<file path="src/rtl/bus_uart_pkg.sv">
// Shared types and register-map constants for the memory-mapped UART transmitter.
package bus_uart_pkg;

  typedef enum logic [1:0] {
    ST_IDLE  = 2'd0,
    ST_START = 2'd1,
    ST_DATA  = 2'd2,
    ST_STOP  = 2'd3
  } tx_state_e;

  localparam logic [1:0] REG_TXDATA  = 2'd0;
  localparam logic [1:0] REG_STATUS  = 2'd1;
  localparam logic [1:0] REG_CONTROL = 2'd2;

  localparam int STAT_FULL  = 0;
  localparam int STAT_EMPTY = 1;
  localparam int STAT_BUSY  = 2;
  localparam int STAT_OVF   = 3;

  localparam int CTRL_IRQ_EN = 0;

endpackage

</file>
<file path="src/rtl/sync_fifo.sv">
// Single-clock FIFO with combinational head output; pushes when full are discarded.
module sync_fifo #(
  parameter int WIDTH = 8,
  parameter int DEPTH = 8
) (
  input  logic             clk,
  input  logic             rst_n,
  input  logic             push,
  input  logic             pop,
  input  logic [WIDTH-1:0] din,
  output logic [WIDTH-1:0] dout,
  output logic             full,
  output logic             empty
);

  localparam int AW = $clog2(DEPTH);

  logic [AW-1:0]    wr_ptr_q, rd_ptr_q;
  logic [AW:0]      count_q;
  logic [WIDTH-1:0] mem_q [DEPTH];
  logic             do_push, do_pop;

  // Acceptance is judged on the pre-edge count, so a pop never frees room for a same-cycle push.
  assign full    = (count_q == (AW+1)'(DEPTH));
  assign empty   = (count_q == '0);
  assign do_push = push & ~full;
  assign do_pop  = pop & ~empty;
  assign dout    = mem_q[rd_ptr_q];

  always_ff @(posedge clk or negedge rst_n) begin
    if (!rst_n) begin
      wr_ptr_q <= '0;
      rd_ptr_q <= '0;
      count_q  <= '0;
    end else begin
      if (do_push) wr_ptr_q <= wr_ptr_q + AW'(1);
      if (do_pop)  rd_ptr_q <= rd_ptr_q + AW'(1);
      case ({do_push, do_pop})
        2'b10:   count_q <= count_q + (AW+1)'(1);
        2'b01:   count_q <= count_q - (AW+1)'(1);
        default: count_q <= count_q;
      endcase
    end
  end

  always_ff @(posedge clk) begin
    if (do_push) mem_q[wr_ptr_q] <= din;
  end

endmodule

</file>
<file path="src/rtl/bus_uart_tx.sv">
// 6502-bus UART transmitter: register decode, overflow/irq control and an 8N1 TX state machine.
module bus_uart_tx
  import bus_uart_pkg::*;
#(
  parameter logic [15:0] BASE_ADDR    = 16'hD000,
  parameter int          CLKS_PER_BIT = 868,
  parameter int          FIFO_DEPTH   = 8
) (
  input  logic        clk,
  input  logic        rst,
  input  logic [15:0] address,
  input  logic        read_write,
  input  logic [7:0]  data_write,
  output logic        sel,
  output logic [7:0]  data_read,
  output logic        tx,
  output logic        irq
);

  localparam int              BAUD_W    = (CLKS_PER_BIT > 1) ? $clog2(CLKS_PER_BIT) : 1;
  localparam logic [BAUD_W-1:0] BAUD_LOAD = BAUD_W'(CLKS_PER_BIT - 1);

  logic [1:0]  offset;
  logic        wr_stb, push, pop;
  logic [7:0]  fifo_dout;
  logic        fifo_full, fifo_empty;
  logic        ovf_q, ovf_d, irq_en_q, irq_en_d, irq_q, irq_d;
  logic        busy;

  tx_state_e         state_q, state_d;
  logic [BAUD_W-1:0] baud_q, baud_d;
  logic [2:0]        bit_q, bit_d;
  logic [7:0]        shift_q, shift_d;

  assign offset = address[1:0];
  assign sel    = (address[15:2] == BASE_ADDR[15:2]);
  assign wr_stb = sel & ~read_write;
  assign push   = wr_stb & (offset == REG_TXDATA);

  sync_fifo #(.WIDTH(8), .DEPTH(FIFO_DEPTH)) u_fifo (
    .clk   (clk),
    .rst_n (rst),
    .push  (push),
    .pop   (pop),
    .din   (data_write),
    .dout  (fifo_dout),
    .full  (fifo_full),
    .empty (fifo_empty)
  );

  always_comb begin
    data_read = 8'h00;
    if (sel) begin
      case (offset)
        REG_STATUS: begin
          data_read[STAT_FULL]  = fifo_full;
          data_read[STAT_EMPTY] = fifo_empty;
          data_read[STAT_BUSY]  = busy;
          data_read[STAT_OVF]   = ovf_q;
        end
        REG_CONTROL: data_read[CTRL_IRQ_EN] = irq_en_q;
        default:     data_read = 8'h00;
      endcase
    end
  end

  // A dropped push in the same cycle as a clear request leaves overflow set.
  always_comb begin
    ovf_d = ovf_q;
    if (wr_stb && (offset == REG_STATUS) && data_write[STAT_OVF]) ovf_d = 1'b0;
    if (push && fifo_full) ovf_d = 1'b1;
    irq_en_d = irq_en_q;
    if (wr_stb && (offset == REG_CONTROL)) irq_en_d = data_write[CTRL_IRQ_EN];
    irq_d = irq_en_q & fifo_empty & ~busy;
  end

  always_ff @(posedge clk or negedge rst) begin
    if (!rst) begin
      ovf_q    <= 1'b0;
      irq_en_q <= 1'b0;
      irq_q    <= 1'b0;
    end else begin
      ovf_q    <= ovf_d;
      irq_en_q <= irq_en_d;
      irq_q    <= irq_d;
    end
  end

  assign irq = irq_q;

  always_ff @(posedge clk or negedge rst) begin
    if (!rst) begin
      state_q <= ST_IDLE;
      baud_q  <= '0;
      bit_q   <= '0;
    end else begin
      state_q <= state_d;
      baud_q  <= baud_d;
      bit_q   <= bit_d;
    end
  end

  always_ff @(posedge clk) begin
    shift_q <= shift_d;
  end

  // STOP's final cycle reloads straight into START so queued frames abut with no idle gap.
  always_comb begin
    state_d = state_q;
    baud_d  = baud_q;
    bit_d   = bit_q;
    shift_d = shift_q;
    pop     = 1'b0;
    case (state_q)
      ST_IDLE: begin
        if (!fifo_empty) begin
          pop     = 1'b1;
          shift_d = fifo_dout;
          baud_d  = BAUD_LOAD;
          state_d = ST_START;
        end
      end
      ST_START: begin
        if (baud_q == '0) begin
          state_d = ST_DATA;
          bit_d   = 3'd0;
          baud_d  = BAUD_LOAD;
        end else begin
          baud_d = baud_q - BAUD_W'(1);
        end
      end
      ST_DATA: begin
        if (baud_q == '0) begin
          baud_d  = BAUD_LOAD;
          shift_d = {1'b0, shift_q[7:1]};
          if (bit_q == 3'd7) state_d = ST_STOP;
          else               bit_d   = bit_q + 3'd1;
        end else begin
          baud_d = baud_q - BAUD_W'(1);
        end
      end
      ST_STOP: begin
        if (baud_q == '0) begin
          if (!fifo_empty) begin
            pop     = 1'b1;
            shift_d = fifo_dout;
            baud_d  = BAUD_LOAD;
            state_d = ST_START;
          end else begin
            state_d = ST_IDLE;
          end
        end else begin
          baud_d = baud_q - BAUD_W'(1);
        end
      end
      default: state_d = ST_IDLE;
    endcase
  end

  always_comb begin
    busy = (state_q != ST_IDLE);
    case (state_q)
      ST_START: tx = 1'b0;
      ST_DATA:  tx = shift_q[0];
      default:  tx = 1'b1;
    endcase
  end

endmodule

</file>
<file path="config.mk">
export PLATFORM = sky130hd
export DESIGN_NAME = bus_uart_tx
export DESIGN_NICKNAME = d
export VERILOG_FILES = /design/src/rtl/bus_uart_pkg.sv /design/src/rtl/sync_fifo.sv /design/src/rtl/bus_uart_tx.sv
export SDC_FILE = /design/constraint.sdc
export NUM_CORES = 1
export LEC_CHECK = 0
export CAP_MARGIN = 10
export CORE_MARGIN = 3
export CORE_UTILIZATION = 63
export CTS_CLUSTER_DIAMETER = 100
export DETAILED_ROUTE_END_ITERATION = 10
export GPL_TIMING_DRIVEN = 1
export PLACE_DENSITY = 0.85
export SLEW_MARGIN = 15
export SYNTH_ARGS = -nofsm -noshare
export SYNTH_HDL_FRONTEND = slang
export SYNTH_SLANG_ARGS = --single-unit
export TNS_END_PERCENT = 50
</file>
<file path="constraint.sdc">
create_clock -name clk -period 4.75 [get_ports clk]
set_input_delay 0.95 -clock clk [delete_from_list [all_inputs] [get_ports clk]]
set_output_delay 0.95 -clock clk [all_outputs]
set_load 0.02 [all_outputs]
</file>
==> results.md, run 1 <==
- Cell taking the most area after synthesis: edfxtp_1
- Final HPWL from detailed placement: between 6000 and 7000 µm
- Die area: 8650 µm²
- Hold Path Class: reg2reg
- Library cells used by synthesis: 63
- Via density: about 6.2
- Unrepaired setup endpoints after global routing: false
- Most used cell, CP: clkdlybuf4s50_1
- Clk_lat worst skew: about 0.37 ns
- Worst path bufs/invs: 2
- Mux contribution to synthesized area: a little over a tenth
- Via count: between 2,000 and 3,000
- Placed cell area: approximately 5000 µm²
- Tcrit/Tclk final: 82.8%
- Core footprint: 7290 µm²
- Synth Instances: roughly 330
- Die W: slightly above 90 µm
- EDFF count, synth: slightly above 70
- Sink Count: 100
- RePlAce Congestion: approximately 0.91
- Worst-path maximum fanout: 11
- I/O pin cnt: 38
- Drt wl/cell: around 20 µm
- Share of the synthesized area in the top cell type: a little under half
- Largest family of logic cells by synthesized area: multiplexers
- CTS H-tree lvls: 3
- Final worst setup slack: between 0.8 and 0.9 ns
- FP Rows: 31
- Nets: just over 400
- Worst setup SP type: input port
- Max-slew violation count: 0
- Critical path arrival: roughly 3 ns
- Initial antenna violation count: 0
- DRT Pass-1 Iters: 4
- Setup TNS: 0 ns
- GRT Util Overall: between 20% and 30%
- Cell Chain, Critical Path: clkdlybuf4s50_1, nor4bb_1, and4_1, nand2_1, nor2_1, clkdlybuf4s50_1
- Top FF cell, synth: edfxtp_1
- Number of global-route vias before repair: around 2,900
- Syn Std Cell Area: between 4000 and 5000 µm²
- Leakage: between 0.0015 and 0.002 µW
- Layout cells sized above 1: between 10% and 20%
- Antenna Nets Post-Route: 0
- Largest net degree at the start of global routing: 29
- DP Worst Slack: a little over 0.8 ns
- Post-route clock skew: approximately 0.0094 ns
- Post-synthesis simple-gate area fraction: under 10%
- Post-Syn Area per Cell: ~14 µm²
- Final hold violation count: 0
- Post-cts sizing count: 0
- Final Core Density: about three quarters
- Die H: approximately 93 µm
- DRC: 0
- Syn-to-layout area delta: 12.5%
- DR iter-0 viols: between 100 and 150
- Maxcap violations: 0
- Req. time, crit path: around 3.8 ns
- TritonCTS Buffers: 9
- #FFs+latches synth: 100
- Synth area leaders: edfxtp_1 (45%), dfrtp_1 (15%), mux4_2 (7.6%), ha_1 (4.5%), mux2i_1 (2.1%)
- Synth async-reset ratio: between 20% and 30%
- Achievable frequency: roughly 0.25 GHz
- Clock Path Buffers: 2
- Path type of the worst setup path: in2out
- Status: completed
- Slew @ Worst Pin: approximately 0.9 ns
- First-pass GRT wire length: 15,100 µm
- YS warnings: 0
- Fillers: approximately 480
- Post-Layout Cell Count: 469
- Maximum VDD drop: 0.344 mV
- Min cycle time layout: 3.93 ns
- Post-CTS Hold Buffers: 0
- Pwr/cell area: roughly 560 nW/µm²
- Max_slew headroom: between 30% and 40%
- Synth Area in Compound Gates: 9.28%
- Fraction of synthesized cell area in xor and xnor cells: approximately 1.5%
- Post-Synth Adder-Cell Area: under 10%
- Seq/Total Area, Yosys: roughly 60%
- Global route overflow: 0
- Wirelength, routed: just over 9000 µm
- Post-route cell area: between 5000 and 6000 µm²
- Root buf cell: clkbuf_8
- Ant diodes: 0
- Placed instance count: around 450
- Slowest cell on crit path: clkdlybuf4s50_1
- Crit path largest cell delay: between 0.6 and 0.7 ns
- Setup Viol. Count Final: 0
- Endpoint type of the worst setup path: primary output
- Port bufs: 33
- CP top delay family: buffers and inverters
- CTS tree: done
- Initial core utilization: between 60% and 70%
- Clock slew at reported path FFs: around 0.10 ns
- Post-CTS setup buffers: 0
## metal layers
metal / vias up / wire length (µm) / global-route usage, %
met1: 1454 / 3700 / 29.4
met4: 0 / 236 / 10.0
met3: 23 / 494 / 6.52
li1: 1348 / - / -
met5: - / 0 / 0
met2: 98 / 4870 / 39.1
## state kept, by name, summed over array words and instances, names as in the netlist
signal / cells
bit_q: 3
u_fifo.rd_ptr_q: 3
state_q: 2
ovf_q: 1
shift_q: 8
u_fifo.wr_ptr_q: 3
irq: 1
baud_q: 10
u_fifo.mem_q: 64
u_fifo.count_q: 4
irq_en_q: 1
## area by class of cell
class                           count  area (µm²)  area share (%)
Clock buffer                        9         124            2.31
Clock inverter                      7        97.6            1.82
Inverter                           13        48.8           0.909
Multi-Input combinational cell    205        1760            32.7
Sequential cell                   100        2860            53.3
Tap cell                           99         124            2.31
Timing Repair Buffer               36         353            6.57
## cells in the mapped netlist (5+ instances only)
master     n
a21oi_1    7
a22o_1     5
clkbuf_1   7
dfrtp_1   28
edfxtp_1  72
ha_1      17
inv_1     13
mux2i_1   10
mux4_2    16
nand2_1   20
nand2b_1   5
nor2_1    19
nor3_1     9
o21ai_0   17
xnor2_1    5
## worst reg2reg max path, delay by kind of cell (launching register included)
kind                     cells  cell delay (ns)
AO/OA/AOI/OAI                3             0.63
XOR/XNOR                     1             0.14
adder cells (fa/ha/maj)      2             0.53
flip-flops                   1             0.45
multiplexers                 1             0.26
AND/OR/NAND/NOR              2             0.99
## report_power, final
part | switching [µW] | internal (µW) | leakage, µW
logic | 572 | 516 | 0.000838
clock network | 328 | 263 | 0.000113
registers | 219 | 1090 | 0.00101
## stage by stage
step	total power (µW)	hold WS, ns
final	2990	0.528
after global routing	3190	0.553
after CTS	3010	0.535
after detailed placement	2410	0.512
after global placement	2370	0.488
after floorplan	2170	0.458
## final timing paths
path	end	slack, ns	start	cells after the start
setup reg to reg	u_fifo.count_q[3]$_DFFE_PN0P_	1.69	baud_q[2]$_DFF_PN0_	9
setup / recovery	data_read[1]	0.82	address[12]	6
hold / removal	ovf_q$_DFFE_PN0P_	0.53	ovf_q$_DFFE_PN0P_	1
max in group asynchronous	u_fifo.rd_ptr_q[0]$_DFFE_PN0P_	3.51	rst	2
min in group asynchronous	baud_q[9]$_DFF_PN0_	0.95	rst	2
hold reg to reg	ovf_q$_DFFE_PN0P_	0.53	ovf_q$_DFFE_PN0P_	1
## placed cells by master, fill, tap and decap left out, types with 3 or more instances in the layout
cell type,count
a21o_1,3
a21oi_1,7
a22o_1,5
a32o_1,3
buf_4,3
clkbuf_8,9
clkdlybuf4s50_1,33
conb_1,4
dfrtp_1,27
edfxtp_1,72
ha_1,17
inv_1,13
inv_8,3
mux2_2,4
mux2i_1,10
mux4_2,16
nand2_1,20
nand2b_1,5
nand3_1,3
nor2_1,19
nor2b_1,3
nor3_1,9
nor4_1,4
nor4b_1,4
o21ai_0,17
xnor2_1,5
xor2_1,3
## kinds of logic after synthesis
logic type / Yosys count
compound gates: 60
xor+xnor: 8
fa+ha+maj: 18
buf+inv: 32
flops: 100
mux: 31
other cells: 1
simple gates: 84
No activity file was read; power rests on OpenSTA's default activity.
==> run 2, diff against run 1 <==
--- a/config.mk
+++ b/config.mk
@@ -7,11 +7,11 @@
 export LEC_CHECK = 0
 export CAP_MARGIN = 10
 export CORE_MARGIN = 3
-export CORE_UTILIZATION = 63
+export CORE_UTILIZATION = 52
 export CTS_CLUSTER_DIAMETER = 100
 export DETAILED_ROUTE_END_ITERATION = 10
 export GPL_TIMING_DRIVEN = 1
-export PLACE_DENSITY = 0.85
+export PLACE_DENSITY = 0.75
 export SLEW_MARGIN = 15
 export SYNTH_ARGS = -nofsm -noshare
 export SYNTH_HDL_FRONTEND = slang
==> constraint.sdc (replaced) <==
create_clock -name clk -period 3.3 [get_ports clk]
set_input_delay 0.66 -clock clk [delete_from_list [all_inputs] [get_ports clk]]
set_output_delay 0.66 -clock clk [all_outputs]
set_load 0.02 [all_outputs]
==> results.md, run 2 (synthesis results as in run 1) <==
- Max_slew headroom: 48.1% (was 39.6%)
- Wirelength, routed: 9050 µm (was 9300 µm)
- Worst-path maximum fanout: 6 (was 11)
- CTS tree: done (unchanged)
- Register area: 2860 µm² (about the same)
- Pwr/cell area: 784 nW/µm² (was 557 nW/µm²)
- Nets: 425 (was 410)
- Crit path largest cell delay: 0.61 ns (about the same)
- Slowest cell on crit path: clkdlybuf4s50_1 (unchanged)
- Ant diodes: 0 (unchanged)
- Port bufs: 33 (unchanged)
- Clk_lat worst skew: 0.36 ns (was 0.37 ns)
- Initial antenna violation count: 0 (unchanged)
- Regs by FF count: u_fifo.mem_q: 64 flops, baud_q: 10 flops, shift_q: 8 flops (unchanged)
- Reg2reg end: u_fifo.count_q[3]$_DFFE_PN0P_ (unchanged)
- Critical path arrival: 2.47 ns (was 2.98 ns)
- Post-route clock skew: 0.0130 ns (was 0.00940 ns)
- Fillers: 668 (was 478)
- First-pass GRT wire length: 15,100 µm (about the same)
- Min cycle time layout: ~3.1 ns
- Endpoint type of the worst setup path: primary output (unchanged)
- Die area: 10,400 µm² (was 8650 µm²)
- Die H: 102 µm (was 93.0 µm)
- Slew @ Worst Pin: 0.779 ns (was 0.902 ns)
- Setup TNS: 0 ns (unchanged)
- Layout cells sized above 1: 17.4% (was 14.1%)
- Commonest non-fill, non-tap cell in the layout: edfxtp_1 (unchanged)
- Worst setup endpoint: data_read[1] (unchanged)
- FP Rows: 34 (was 31)
- Via count: 2,897 (was 2,923)
- Post-Layout Cell Count: 493 (was 469)
- Root buf cell: clkbuf_8 (unchanged)
- Drt wl/cell: 18.4 µm (was 19.8 µm)
- Max reg flops: 64 (unchanged)
- Most frequent cells in the layout: edfxtp_1 (72), clkdlybuf4s50_1 (33), dfrtp_1 (28) (was edfxtp_1 (72), clkdlybuf4s50_1 (33), dfrtp_1 (27))
- Largest net degree at the start of global routing: 29 (unchanged)
- Tcrit/Tclk final: 94.9%
- Multi-input logic area: 1760 µm² (about the same)
- Worst path bufs/invs: 2 (unchanged)
- Final hold violation count: 0 (unchanged)
- Met2 routed WL: 4670 µm (was 4870 µm)
- Clock slew at reported path FFs: 0.11 ns (was 0.10 ns)
- DRT Pass-1 Iters: 5 (was 4)
- Final HPWL from detailed placement: 6450 µm (was 6320 µm)
- Reg2Reg Depth: 11 (was 9)
- Highest Signal Layer: met4 (unchanged)
- Maximum VDD drop: 0.383 mV (was 0.344 mV)
- Stages on worst setup path: 6 (unchanged)
- Sink Count: 100 (unchanged)
- Hold Path Class: reg2reg (unchanged)
- Req. time, crit path: 2.64 ns (was 3.80 ns)
- Maxcap violations: 0 (unchanged)
- Die W: 102 µm (was 93.0 µm)
- Setup Viol. Count Final: 0 (unchanged)
- Path type of the worst setup path: in2out (unchanged)
- GRT Util Overall: 19.1% (was 23.6%)
- Most used cell, CP: clkdlybuf4s50_1 (unchanged)
- Core footprint: 8810 µm² (was 7290 µm²)
- Reg-to-Reg Start: baud_q[0]$_DFF_PN0_ (was baud_q[2]$_DFF_PN0_)
- I/O pin cnt: 38 (unchanged)
- Number of global-route vias before repair: 2,953 (was 2,907)
- TritonCTS Buffers: 9 (unchanged)
- Max-slew violation count: 0 (unchanged)
- Worst setup SP type: input port (unchanged)
- WL met1: 3940 µm (was 3700 µm)
- Status: completed (unchanged)
- Largest register by flop count: u_fifo.mem_q (unchanged)
- Antenna Nets Post-Route: 0 (unchanged)
- CTS H-tree lvls: 3 (unchanged)
- Global route overflow: 0 (unchanged)
- R2R Setup Slk: 0.47 ns (was 1.69 ns)
- RePlAce Congestion: 0.810 (was 0.907)
- Metal3 WL: 330 µm (was 494 µm)
- Initial core utilization: 54.2% (was 65.4%)
- Clock Path Buffers: 2 (unchanged)
- Leakage: 0.00203 µW (was 0.00196 µW)
- Syn-to-layout area delta: 14.8% (was 12.5%)
- Worst Setup SP: address[3] (was address[12])
- Placed instance count: 477 (was 453)
- DR iter-0 viols: 122 (was 146)
- Final Core Density: 62.2% (was 73.6%)
- CP top delay family: buffers and inverters (unchanged)
- Cell Chain, Critical Path: clkdlybuf4s50_1, nor4_1, and4_4, nand2_1, nor2_1, clkdlybuf4s50_1 (was clkdlybuf4s50_1, nor4bb_1, and4_1, nand2_1, nor2_1, clkdlybuf4s50_1)
- DRC: 0 (unchanged)
- Achievable frequency: between 0.3 and 0.4 GHz
- Unrepaired setup endpoints after global routing: false (unchanged)
- Via density: 5.88 (was 6.23)
-- run 2: report_power, final --
| group | total [µW] | switching [µW] | internal (µW) |
|---|---|---|---|
| logic | 1700 | 899 | 796 |
| registers | 1820 | 247 | 1570 |
| clock network | 782 | 475 | 307 |
| total | 4300 | 1620 | 2680 |
-- run 2: through the flow --
stage               total power, µW  hold slack (ns)  setup WS (ns)  area, µm²
detailed placement             3540            0.489         0.0421       5270
global placement               3470            0.491          0.149       5270
global route                   4610            0.534        0.00682       5480
CTS                            4330            0.513         0.0961       5480
finish                         4300            0.509          0.169       5480
floorplan                      3130            0.364          0.548       4780
-- run 2: how the worst min path moves through the flow --
stage | start | endpoint | slack (ns) | cells past startpoint
finish | ovf_q$_DFFE_PN0P_ | ovf_q$_DFFE_PN0P_ | 0.51 | 1
detailed placement | ovf_q$_DFFE_PN0P_ | ovf_q$_DFFE_PN0P_ | 0.49 | 1
global route | ovf_q$_DFFE_PN0P_ | ovf_q$_DFFE_PN0P_ | 0.53 | 1
CTS | ovf_q$_DFFE_PN0P_ | ovf_q$_DFFE_PN0P_ | 0.51 | 1
global placement | ovf_q$_DFFE_PN0P_ | ovf_q$_DFFE_PN0P_ | 0.49 | 1
floorplan | rst | baud_q[0]$_DFF_PN0_ | 0.36 | 0
-- run 2: layout make-up --
type,count,share of cell area [%]
inverter,13,0.890
multi-input combinational,205,32.1
clock inverter,7,1.53
tap,108,2.47
clock buffer,9,2.26
timing repair buffer,51,8.49
sequential,100,52.2
-- run 2: routing by layer --
layer	vias to the layer above	GRT usage (%)
met5	-	0
met4	0	4.81
met3	13	3.86
met2	82	32.4
met1	1429	25.5
li1	1373	-
-- run 2: timing repair --
| action | 4_1_cts | 5_1_grt |
|---|---|---|
| hold buffers | 0 | 0 |
| setup endpoints to repair | 0 | 5 |
| setup buffers | 0 | 0 |
| resized for setup | 0 | 2 |
| endpoints found under the hold margin | 0 | 0 |
==> run 3, diff against run 2 <==
--- a/config.mk
+++ b/config.mk
@@ -5,6 +5,7 @@
 export SDC_FILE = /design/constraint.sdc
 export NUM_CORES = 1
 export LEC_CHECK = 0
+export ABC_CLOCK_PERIOD_IN_PS = 3300
 export CAP_MARGIN = 10
 export CORE_MARGIN = 3
 export CORE_UTILIZATION = 52
==> results of run 3 <==
The final DEF is identical to that of run 2; final timing and power are the same.
